## src/rtl/m_sipo_pkg.sv

```systemverilog
// Shared types for the SIPO frame receiver: FSM state encoding and counter sizing.
package m_sipo_pkg;

  localparam int unsigned STATE_W = 2;

  typedef enum logic [STATE_W-1:0] {
    IDLE  = 2'd0,
    SHIFT = 2'd1,
    PAR   = 2'd2
  } state_e;

  function automatic int unsigned clog2(input int unsigned v);
    int unsigned r;
    r = 0;
    for (int unsigned p = 1; p < v; p = p << 1) r++;
    return r;
  endfunction

endpackage

```

## src/rtl/m_sipo_shifter.sv

```systemverilog
// Parametric serial-in/parallel-out register: first bit in ends up in Q[WIDTH-1].
module m_sipo_shifter #(
  parameter int unsigned WIDTH = 4
) (
  input  logic             CLK,
  input  logic             RST_N,
  input  logic             EN,
  input  logic             CLR,
  input  logic             SI,
  output logic [WIDTH-1:0] Q
);

  logic [WIDTH-1:0] q_q, q_d;

  // Clear wins over shift so a restart drops any bit strobed on the same cycle.
  always_comb begin
    q_d = q_q;
    if (CLR)     q_d = '0;
    else if (EN) q_d = {q_q[WIDTH-2:0], SI};
  end

  always_ff @(posedge CLK or negedge RST_N) begin
    if (!RST_N) q_q <= '0;
    else        q_q <= q_d;
  end

  assign Q = q_q;

endmodule

```

## src/rtl/m_sipo_rx_ctrl.sv

```systemverilog
// SIPO frame controller: FSM, bit counter, 1-entry output buffer with valid/ready, overrun flag.
// Optional parity bit per frame when M_SIPO_PARITY_EN is defined.
module m_sipo_rx_ctrl
  import m_sipo_pkg::*;
#(
  parameter int unsigned WIDTH   = 4,
  parameter int unsigned PAR_ODD = 0
) (
  input  logic             CLK,
  input  logic             RST_N,
  input  logic             START,
  input  logic             SI,
  input  logic             SI_VALID,
  output logic [WIDTH-1:0] PO,
  output logic             PO_VALID,
  input  logic             PO_READY,
  output logic             BUSY,
  output logic             OVERRUN,
  output logic             PAR_ERR
);

  localparam int unsigned CNT_W = clog2(WIDTH);
  localparam logic [CNT_W-1:0] LAST = CNT_W'(WIDTH - 1);

  state_e           state_q;
  logic [CNT_W-1:0] cnt_q;
  logic [WIDTH-1:0] po_q;
  logic             po_valid_q, overrun_q, par_err_q;
  logic [WIDTH-1:0] shift_q;
  logic             shift_en, done, load, perr_d;
  logic [WIDTH-1:0] word_d;

  assign shift_en = SI_VALID && (state_q == SHIFT);

  m_sipo_shifter #(.WIDTH(WIDTH)) u_shifter (
    .CLK   (CLK),
    .RST_N (RST_N),
    .EN    (shift_en),
    .CLR   (START),
    .SI    (SI),
    .Q     (shift_q)
  );

`ifdef M_SIPO_PARITY_EN
  always_comb begin
    done   = SI_VALID && !START && (state_q == PAR);
    word_d = shift_q;
    perr_d = ((^shift_q) ^ SI) != PAR_ODD[0];
  end
`else
  // Word is taken from the shifter's next value so PO loads on the edge that samples the last bit.
  always_comb begin
    done   = shift_en && !START && (cnt_q == LAST);
    word_d = WIDTH'({shift_q, SI});
    perr_d = 1'b0;
  end
`endif

  assign load = done && (!po_valid_q || PO_READY);

  always_ff @(posedge CLK or negedge RST_N) begin
    if (!RST_N) begin
      state_q    <= IDLE;
      cnt_q      <= '0;
      po_q       <= '0;
      po_valid_q <= 1'b0;
      overrun_q  <= 1'b0;
      par_err_q  <= 1'b0;
    end else begin
      overrun_q <= done && !load;
      if (load) begin
        po_q       <= word_d;
        po_valid_q <= 1'b1;
        par_err_q  <= perr_d;
      end else if (po_valid_q && PO_READY) begin
        po_valid_q <= 1'b0;
      end

      if (START) begin
        state_q <= SHIFT;
        cnt_q   <= '0;
      end else begin
        case (state_q)
          SHIFT: if (SI_VALID) begin
            if (cnt_q == LAST) begin
              cnt_q <= '0;
`ifdef M_SIPO_PARITY_EN
              state_q <= PAR;
`else
              state_q <= IDLE;
`endif
            end else begin
              cnt_q <= cnt_q + CNT_W'(1);
            end
          end
          PAR:     if (SI_VALID) state_q <= IDLE;
          default: state_q <= IDLE;
        endcase
      end
    end
  end

  assign PO       = po_q;
  assign PO_VALID = po_valid_q;
  assign BUSY     = (state_q != IDLE);
  assign OVERRUN  = overrun_q;
  assign PAR_ERR  = par_err_q;

endmodule

```

## config.mk

```make
export PLATFORM = sky130hd
export DESIGN_NAME = m_sipo_rx_ctrl
export DESIGN_NICKNAME = d
export VERILOG_FILES = /design/src/rtl/m_sipo_pkg.sv /design/src/rtl/m_sipo_shifter.sv /design/src/rtl/m_sipo_rx_ctrl.sv
export SDC_FILE = /design/constraint.sdc
export NUM_CORES = 1
export LEC_CHECK = 0
export BUFFER_PORTS_ARGS = -buffer_cell sky130_fd_sc_hd__buf_2
export CAP_MARGIN = 20
export CORE_ASPECT_RATIO = 0.8
export CORE_MARGIN = 1
export CORE_UTILIZATION = 30
export DETAILED_ROUTE_END_ITERATION = 8
export SLEW_MARGIN = 25
export SYNTH_ARGS = -nofsm -noshare
export SYNTH_HDL_FRONTEND = slang
export SYNTH_SLANG_ARGS = --single-unit
```

## constraint.sdc

```tcl
create_clock -name CLK -period 1.25 [get_ports CLK]
set_input_delay 0.125 -clock CLK [delete_from_list [all_inputs] [get_ports CLK]]
set_output_delay 0.125 -clock CLK [all_outputs]
set_load 0.1 [all_outputs]
```

# Word level (Yosys, flattened, before mapping)
# Index checks and enable logic that the tools add are counted.
# op_classes
n_addsub	1
n_mul	0
div_mod_pow	0
order_cmp	0
eq_ne	6
shift	0
mux	13
n_bitwise	0
reduce_logical	17
# op_table
cell	n
$mux W2	8
$reduce_bool A2 Y1	5
$logic_and A1 B1 Y1	6
$mux W3	2
$ne A3 B3 Y1 const B	2
$eq A2 B2 Y1 const B	2
$pmux W2 S2	1
$logic_not A1 Y1	3
$ne A3 B2 Y1 const B	1
$reduce_and A3 Y1	1
$add A2 B1 Y2 const B	1
$eq A2 B1 Y1 const B	1
$mux W1	2
$reduce_and A2 Y1	1
$logic_or A1 B1 Y1	1
# totals
register_bits	13
latchBits	0
ram_bits	0
rom_bits	0
elab_cells	43
mem_count	0

# Depth between registers and ports, before layout
# Gate-level depths: netlist of the first run.
# logic_depth
depth_word	7
depth_mapped	4

# Cells and area by module
# Synthesis of the first run repeated with hierarchy kept, for this count alone.
# hier_totals
cells_unflattened	44
hier_area_um2	556.8
# by_module_without_submodules
module	instances	cells_per_inst	area_each_um2	seq_area_each_um2
m_sipo_rx_ctrl	1	31	396.6	225.2
m_sipo_shifter	1	13	160.2	100.1

# Worst setup path after synthesis of the first run
# No wires, ideal clock.
# synth_timing
path_type	register -> register
from	register state_q[0]
to	register po_q[0], in the netlist PO[0]
setup_time_ps	125
t_arrival_ps	1766
required_ps	1125
setup_slack_ps	-641
stages_incl_launch_ff	4
n_path_buf	0
period_less_slack_ps	1891
path_cell_list	dfrtp_1 nand4b_4 nor2b_4 mux2_2
# synth_between
elab_chain_len	5
# synth_lines
item	line_no	text
start: declaration	m_sipo_rx_ctrl.sv:25	state_e state_q;
start signal: assignment	m_sipo_rx_ctrl.sv:63	state_q <= IDLE;
start signal: assignment	m_sipo_rx_ctrl.sv:80	state_q <= SHIFT;
start signal: assignment	m_sipo_rx_ctrl.sv:90	state_q <= IDLE;
$eq A2 B1 Y1	m_sipo_rx_ctrl.sv:33	assign shift_en = SI_VALID && (state_q == SHIFT);
$logic_and A1 B1 Y1	m_sipo_rx_ctrl.sv:33	
$logic_and A1 B1 Y1 (2 in a row)	m_sipo_rx_ctrl.sv:53	done = shift_en && !START && (cnt_q == LAST);
$logic_and A1 B1 Y1	m_sipo_rx_ctrl.sv:59	assign load = done && (!po_valid_q || PO_READY);
end signal: assignment	m_sipo_rx_ctrl.sv:72	po_q <= word_d;
end: declaration	m_sipo_rx_ctrl.sv:27	logic [WIDTH-1:0] po_q;
# Every way passes these cells.
# A chain may end at the register's enable or synchronous reset.

# Final worst setup path of the first run
# layout_timing
from	register cnt_q[1]
to	register po_q[0], in the netlist PO[0]
# layout_between
elab_chain_len	3
# layout_lines
item	line_no	text
start: declaration	m_sipo_rx_ctrl.sv:26	logic [CNT_W-1:0] cnt_q;
start signal: assignment	m_sipo_rx_ctrl.sv:93	cnt_q <= cnt_q + CNT_W'(1);
$eq A2 B2 Y1	m_sipo_rx_ctrl.sv:53	
$logic_and A1 B1 Y1	m_sipo_rx_ctrl.sv:53	
$logic_and A1 B1 Y1	m_sipo_rx_ctrl.sv:59	
# Every way passes these cells.

==> flow_summary_export.csv, run 1 <==
group,metric,value,unit
status,status,"finished, violations left",
status,violations,"setup timing",
global_route,grt_antenna_before_repair,0,
clock_network,h-tree-depth,1,
clock_network,root_buffer,"clkbuf_4",
timing,slew_violations,0,
timing,fin_worst_skew,0.00558,ns
die,start_util,0.342,
synthesis,syn_area_per_cell,12.1,um2
timing,fmax,738,MHz
synthesis,ys_ff_latch,12,
routing,vias,393,
pwr,leakage,0.386,nW
timing,grt_setup_unrepaired,"true",
finish,mostFrequentLayoutCells,"dfrtp_1, buf_2, buf_4",
synthesis,synth_top_area_frac,0.591,
global_route,grt_max_degree,13,
finish,finalNetCount,75,
placement,place_congestion,0.722,
setup_path,crit_path_start_kind,"register",
placement,io_buffer_count,12,
clock_network,numCtsBuffers,3,
synthesis,yosysTopAreaCell,"dfrtp_1",
setup_path,critPathBufInv,0,
finish,final_layout_size_suffix_gt1_frac,0.507,
global_route,grt_pass1_vias,358,
routing,ant_nets,0,
timing,fin_setup_tns,-0.375,ns
synthesis,synth_cells,42,
finish,syn2layout_area_growth,51.5,%
routing,drt-met1-wl,508,um
clock_network,clkTransAtPathRegs,0.08,ns
synthesis,yosysSeqAreaShare,0.591,
setup_path,cp_max_fo,4,
timing,setup_viol,4,
die,rows,12,
die,die_x,48.0,um
synthesis,yosysWarnings,0,
pwr,ir_drop,0.000655,V
synthesis,syn_nets,49,
die,ios,14,
clock_network,cts_buffer_depth,2,
timing,fin_crit_sh,1.08,
die,die_area,1860,um2
pwr,power.density,1190,nW/um2
die,die_height,38.8,um
routing,met3_wirelength,64,um
die,core_area,1490,um2
timing,holdWs,0.113,ns
finish,n_antenna_cell,0,
finish,fin_util,0.518,
placement,dpl.hpwl,697,um
global_route,grt_pass1_wl,1730,um
pwr,power,0.915,mW
routing,drtPass1Iterations,4,
clock_network,cts.sinks,12,
routing,routed_wl,1070,um
clock_network,insertion_delay,0.28,ns
setup_path,arrival,1.51,ns
setup_path,worstPathRequired,1.41,ns
routing,routed.top_layer,"met3",
min_path,min_path_type,"in2reg",
routing,avgRoutedWirePerCell,12.1,um
setup_path,crit_chain,"ha_4 -> nand4b_4 -> nor2b_4 -> mux2_4",
routing,drc,0,
routing,drt-vias-per-instance,4.47,
job,drv_cap,0,
clock_network,cts_tree,"done",
routing,routed-wl-met2,492,um
timing,hold_viol,0,
setup_path,worst_setup_path_end_kind,"register",
setup_path,crit_family,"flip-flops",
global_route,grt_usage,0.146,
synthesis,syn-cell-area,508,um2
timing,period_needed,1.35,ns
synthesis,yosysUniqueCellTypes,14,
synthesis,netlist_top_cells_area,"dfrtp_1, mux2_2, nand2_1",
setup_path,path_class,"reg2reg",
timing,finalWorstSetupSlack,-0.105,ns
placement,dp_cells,81,
setup_path,max_stage_delay,0.39,ns
finish,n_fill_cell,132,
setup_path,crit_slowest_cell,"dfrtp_1",
routing,drtIter0Drc,7,
global_route,grt_overflow_total,0,
finish,final_cells,88,
-- synthesized netlist by cell type --
cell type,instances
nor2_1,3
nand2_1,7
ha_1,1
a21oi_1,4
nand3_1,4
mux2i_1,1
buf_4,1
mux2_2,4
a21o_1,1
dfrtp_1,12
nand4b_4,1
nand2b_1,1
nor2b_4,1
conb_1,1
-- power breakdown --
| part | internal [mW] | switching, mW |
|---|---|---|
| combinational | 0.0595 | 0.126 |
| clock | 0.177 | 0.131 |
| sequential | 0.407 | 0.0140 |
| total | 0.643 | 0.272 |
-- layer usage --
metal  GRT usage  vias up
met3      0.0701        0
li1            -      191
met4      0.0417        0
met2       0.213       15
met5           0        -
met1       0.191      187
-- worst reg2reg max path, cell delays in order (launching register included) --
cell      delay, ns
dfrtp_1        0.39
ha_4           0.16
nand4b_4       0.12
nor2b_4        0.23
mux2_4         0.33
-- what timing repair did --
action / 4_1_cts / 5_1_grt
hold buffers: 1 / 0
resized for setup: 5 / 2
endpoints found under the setup margin: 4 / 5
setup buffers: 0 / 2
pin swaps: 2 / 0
endpoints found under the hold margin: 12 / 0
-- worst paths after layout --
kind	cells after the start	end	start	slack (ns)
worst max-delay path	4	PO[0]$_DFFE_PN0P_	cnt_q[1]$_DFFE_PN0P_	-0.10
worst min-delay path	2	PO[0]$_DFFE_PN0P_	SI	0.11
worst max register to register	4	PO[0]$_DFFE_PN0P_	cnt_q[1]$_DFFE_PN0P_	-0.10
worst min register to register	1	PO[1]$_DFFE_PN0P_	PO[1]$_DFFE_PN0P_	0.50
max in group asynchronous	2	state_q[0]$_DFFE_PN0P_	RST_N	0.75
min in group asynchronous	2	OVERRUN$_DFF_PN0_	RST_N	0.25
-- kinds of logic (layout without fill, tap and decap cells) --
group / count (synthesis) / in the layout / share of synthesized area
simple gates: 17 / 17 / 0.200
flops: 12 / 12 / 0.591
compound gates: 5 / 5 / 0.0542
mux: 5 / 5 / 0.108
fa+ha+maj: 1 / 1 / 0.0246
other cells: 1 / 1 / 0.00738
buf+inv: 1 / 26 / 0.0148
-- flip-flops by register name (all words and copies together), names as in the netlist --
signal       cells
PO               4
u_shifter.Q      3
cnt_q            2
OVERRUN          1
PO_VALID         1
state_q          1
-- area by class of cell --
class,count,area [um2],share of cell area
well taps,21,26.3,0.0341
flip-flops and latches,12,308,0.400
clock buffers,4,36.3,0.0472
multi-input cells,29,228,0.296
repair buffers,22,171,0.223
-- per-stage QoR --
| stage | area, um2 | setup slack (ns) |
|---|---|---|
| after floorplan | 515 | -0.164 |
| after global placement | 677 | -0.0655 |
| after detailed placement | 677 | -0.107 |
| after CTS | 741 | -0.112 |
| after global routing | 769 | -0.170 |
| final | 769 | -0.105 |
(Power assumes the default switching activity.)
==> run 2, diff against run 1 <==
- BUFFER_PORTS_ARGS: -buffer_cell sky130_fd_sc_hd__buf_2 -> default
- DONT_BUFFER_PORTS: default -> 1
==> run 2 against run 1 <==
Compared with the run above:
- the flow finishes with violations (hold timing, setup timing)
- setup slack gained 0.0014 ns
- first-iteration DRC count decreased by 43%
- fmax increased by 0.11%
- highest routed layer is now met4
==> flow_summary_export.csv, run 2 (synthesized netlist as in run 1, its figures left out) <==
group,metric,value,unit
status,status,"finished, violations left",
status,violations,"hold timing, setup timing",
routing,drc,0,
global_route,grt.met2_usage,0.226,
clock_network,cts.sinks,12,
timing,worstMarginPinSlew,0.543,ns
die,core_area,1490,um2
finish,syn2layout_area_growth,56.9,%
finish,largest_reg_flops,4,
global_route,busiest_layer,"met2",
finish,multi_input_area,230,um2
setup_path,path_class,"reg2reg",
clock_network,numCtsBuffers,3,
placement,io_buffer_count,0,
die,die_height,38.8,um
global_route,grt_antenna_before_repair,0,
routing,ant_nets,0,
min_path,whs_path_depth,2,
setup_path,arrival,1.51,ns
min_path,min_path_type,"in2reg",
timing,finalWorstSetupSlack,-0.103,ns
finish,n_antenna_cell,0,
placement,dp_cells,74,
global_route,grt_overflow_total,0,
finish,n_fill_cell,140,
placement,post_dp_cell_area,637,um2
pwr,leakage,0.381,nW
pwr,swShare,0.291,
timing,fmax,739,MHz
setup_path,cp_max_fo,4,
die,rows,12,
setup_path,worst_r2r_path_depth,4,
finish,stdcell_area,797,um2
timing,holdWs,-0.000990,ns
placement,dpl.hpwl,682,um
die,die_x,48.0,um
finish,seqCellArea,308,um2
pwr,p_clk_frac,0.336,
global_route,grt_use_met3,0.0748,
finish,mostFrequentLayoutCells,"buf_4, dfrtp_1, nand2_1",
global_route,grtUsageMet1,0.142,
clock_network,insertion_delay,0.28,ns
clock_network,cts_buffer_depth,2,
routing,vias,394,
routing,routed_wl,1130,um
pwr,power,0.914,mW
pwr,p_seq_frac,0.461,
timing,timing.slew.headroom,0.637,
timing,grt_setup_unrepaired,"true",
pwr,p_int,0.648,mW
setup_path,crit_path_start_kind,"register",
timing,fin_worst_skew,0.00543,ns
clock_network,root_buffer,"clkbuf_4",
placement,dp_slack,-0.0978,ns
global_route,grt_pass1_vias,368,
global_route,grt_max_degree,13,
routing,drt-vias-per-instance,4.53,
routing,drtIter0Drc,4,
finish,finalNetCount,74,
timing,period_needed,1.35,ns
job,drv_cap,0,
finish,layout_commonest_cell,"buf_4",
timing,setup_viol,4,
placement,place_congestion,0.697,
timing,hold_viol,1,
global_route,grt_pass1_wl,1620,um
die,ios,14,
clock_network,cts_tree,"done",
routing,drtPass1Iterations,2,
finish,final_layout_size_suffix_gt1_frac,0.470,
pwr,ir_drop,0.000668,V
finish,final_cells,87,
setup_path,worstPathRequired,1.41,ns
timing,slew_violations,0,
routing,avgRoutedWirePerCell,13.0,um
global_route,grt_usage,0.138,
clock_network,h-tree-depth,1,
pwr,power.density,1150,nW/um2
die,die_area,1860,um2
pwr,p_switching,0.266,mW
clock_network,clkTransAtPathRegs,0.08,ns
die,start_util,0.342,
pwr,pwr-share-comb,0.203,
setup_path,worst_setup_path_end_kind,"register",
timing,fin_crit_sh,1.08,
## run 2: repair_timing
action,CTS,global route
hold buffers,2,2
endpoints found under the setup margin,5,6
pin swaps,2,0
cloned,0,0
hold endpoints to repair,19,6
resized for setup,8,3
setup buffers,3,2
## run 2: final cells by class
class	count	area share
clock buffers	4	0.0455
multi-input cells	29	0.289
flip-flops and latches	12	0.386
well taps	21	0.0330
repair buffers	21	0.246
## run 2: path summary, 6_finish.rpt
check | slack (ns) | from | end
worst max-delay path | -0.10 | cnt_q[1]$_DFFE_PN0P_ | PO[3]$_DFFE_PN0P_
worst min-delay path | -0.001 | SI_VALID | u_shifter.Q[1]$_DFFE_PN0P_
worst max register to register | -0.10 | cnt_q[1]$_DFFE_PN0P_ | PO[3]$_DFFE_PN0P_
worst min register to register | 0.52 | PO[1]$_DFFE_PN0P_ | PO[1]$_DFFE_PN0P_
max in group asynchronous | 0.57 | RST_N | PO_VALID$_DFFE_PN0P_
min in group asynchronous | 0.27 | RST_N | PO[0]$_DFFE_PN0P_
## run 2: metrics by stage
stage	TNS (ns)	util
after floorplan	-0.657	-
after global placement	-0.243	0.428
after detailed placement	-0.345	0.428
after CTS	-0.287	0.502
after global routing	-0.571	0.536
final	-0.402	0.536
## run 2: worst max-delay path, stage by stage (launching register included)
cell and delay (ns):
dfrtp_1 0.41, ha_4 0.17, nand4b_4 0.11, nor2b_4 0.22, mux2_4 0.32
## run 2: per-layer routing
| metal | wire length [um] | vias up |
|---|---|---|
| li1 | - | 191 |
| met2 | 567 | 14 |
| met4 | 13 | 0 |
| met5 | 0 | - |
| met1 | 443 | 186 |
| met3 | 103 | 3 |
## run 2: power by group through the flow
| stage | combinational (mW) | clock (mW) | sequential, mW |
|---|---|---|---|
| after floorplan | 0.0465 | 0 | 0.494 |
| after detailed placement | 0.145 | 0 | 0.426 |
| after CTS | 0.170 | 0.316 | 0.418 |
| after global routing | 0.198 | 0.333 | 0.424 |
| after global placement | 0.143 | 0 | 0.425 |
| final | 0.186 | 0.307 | 0.421 |
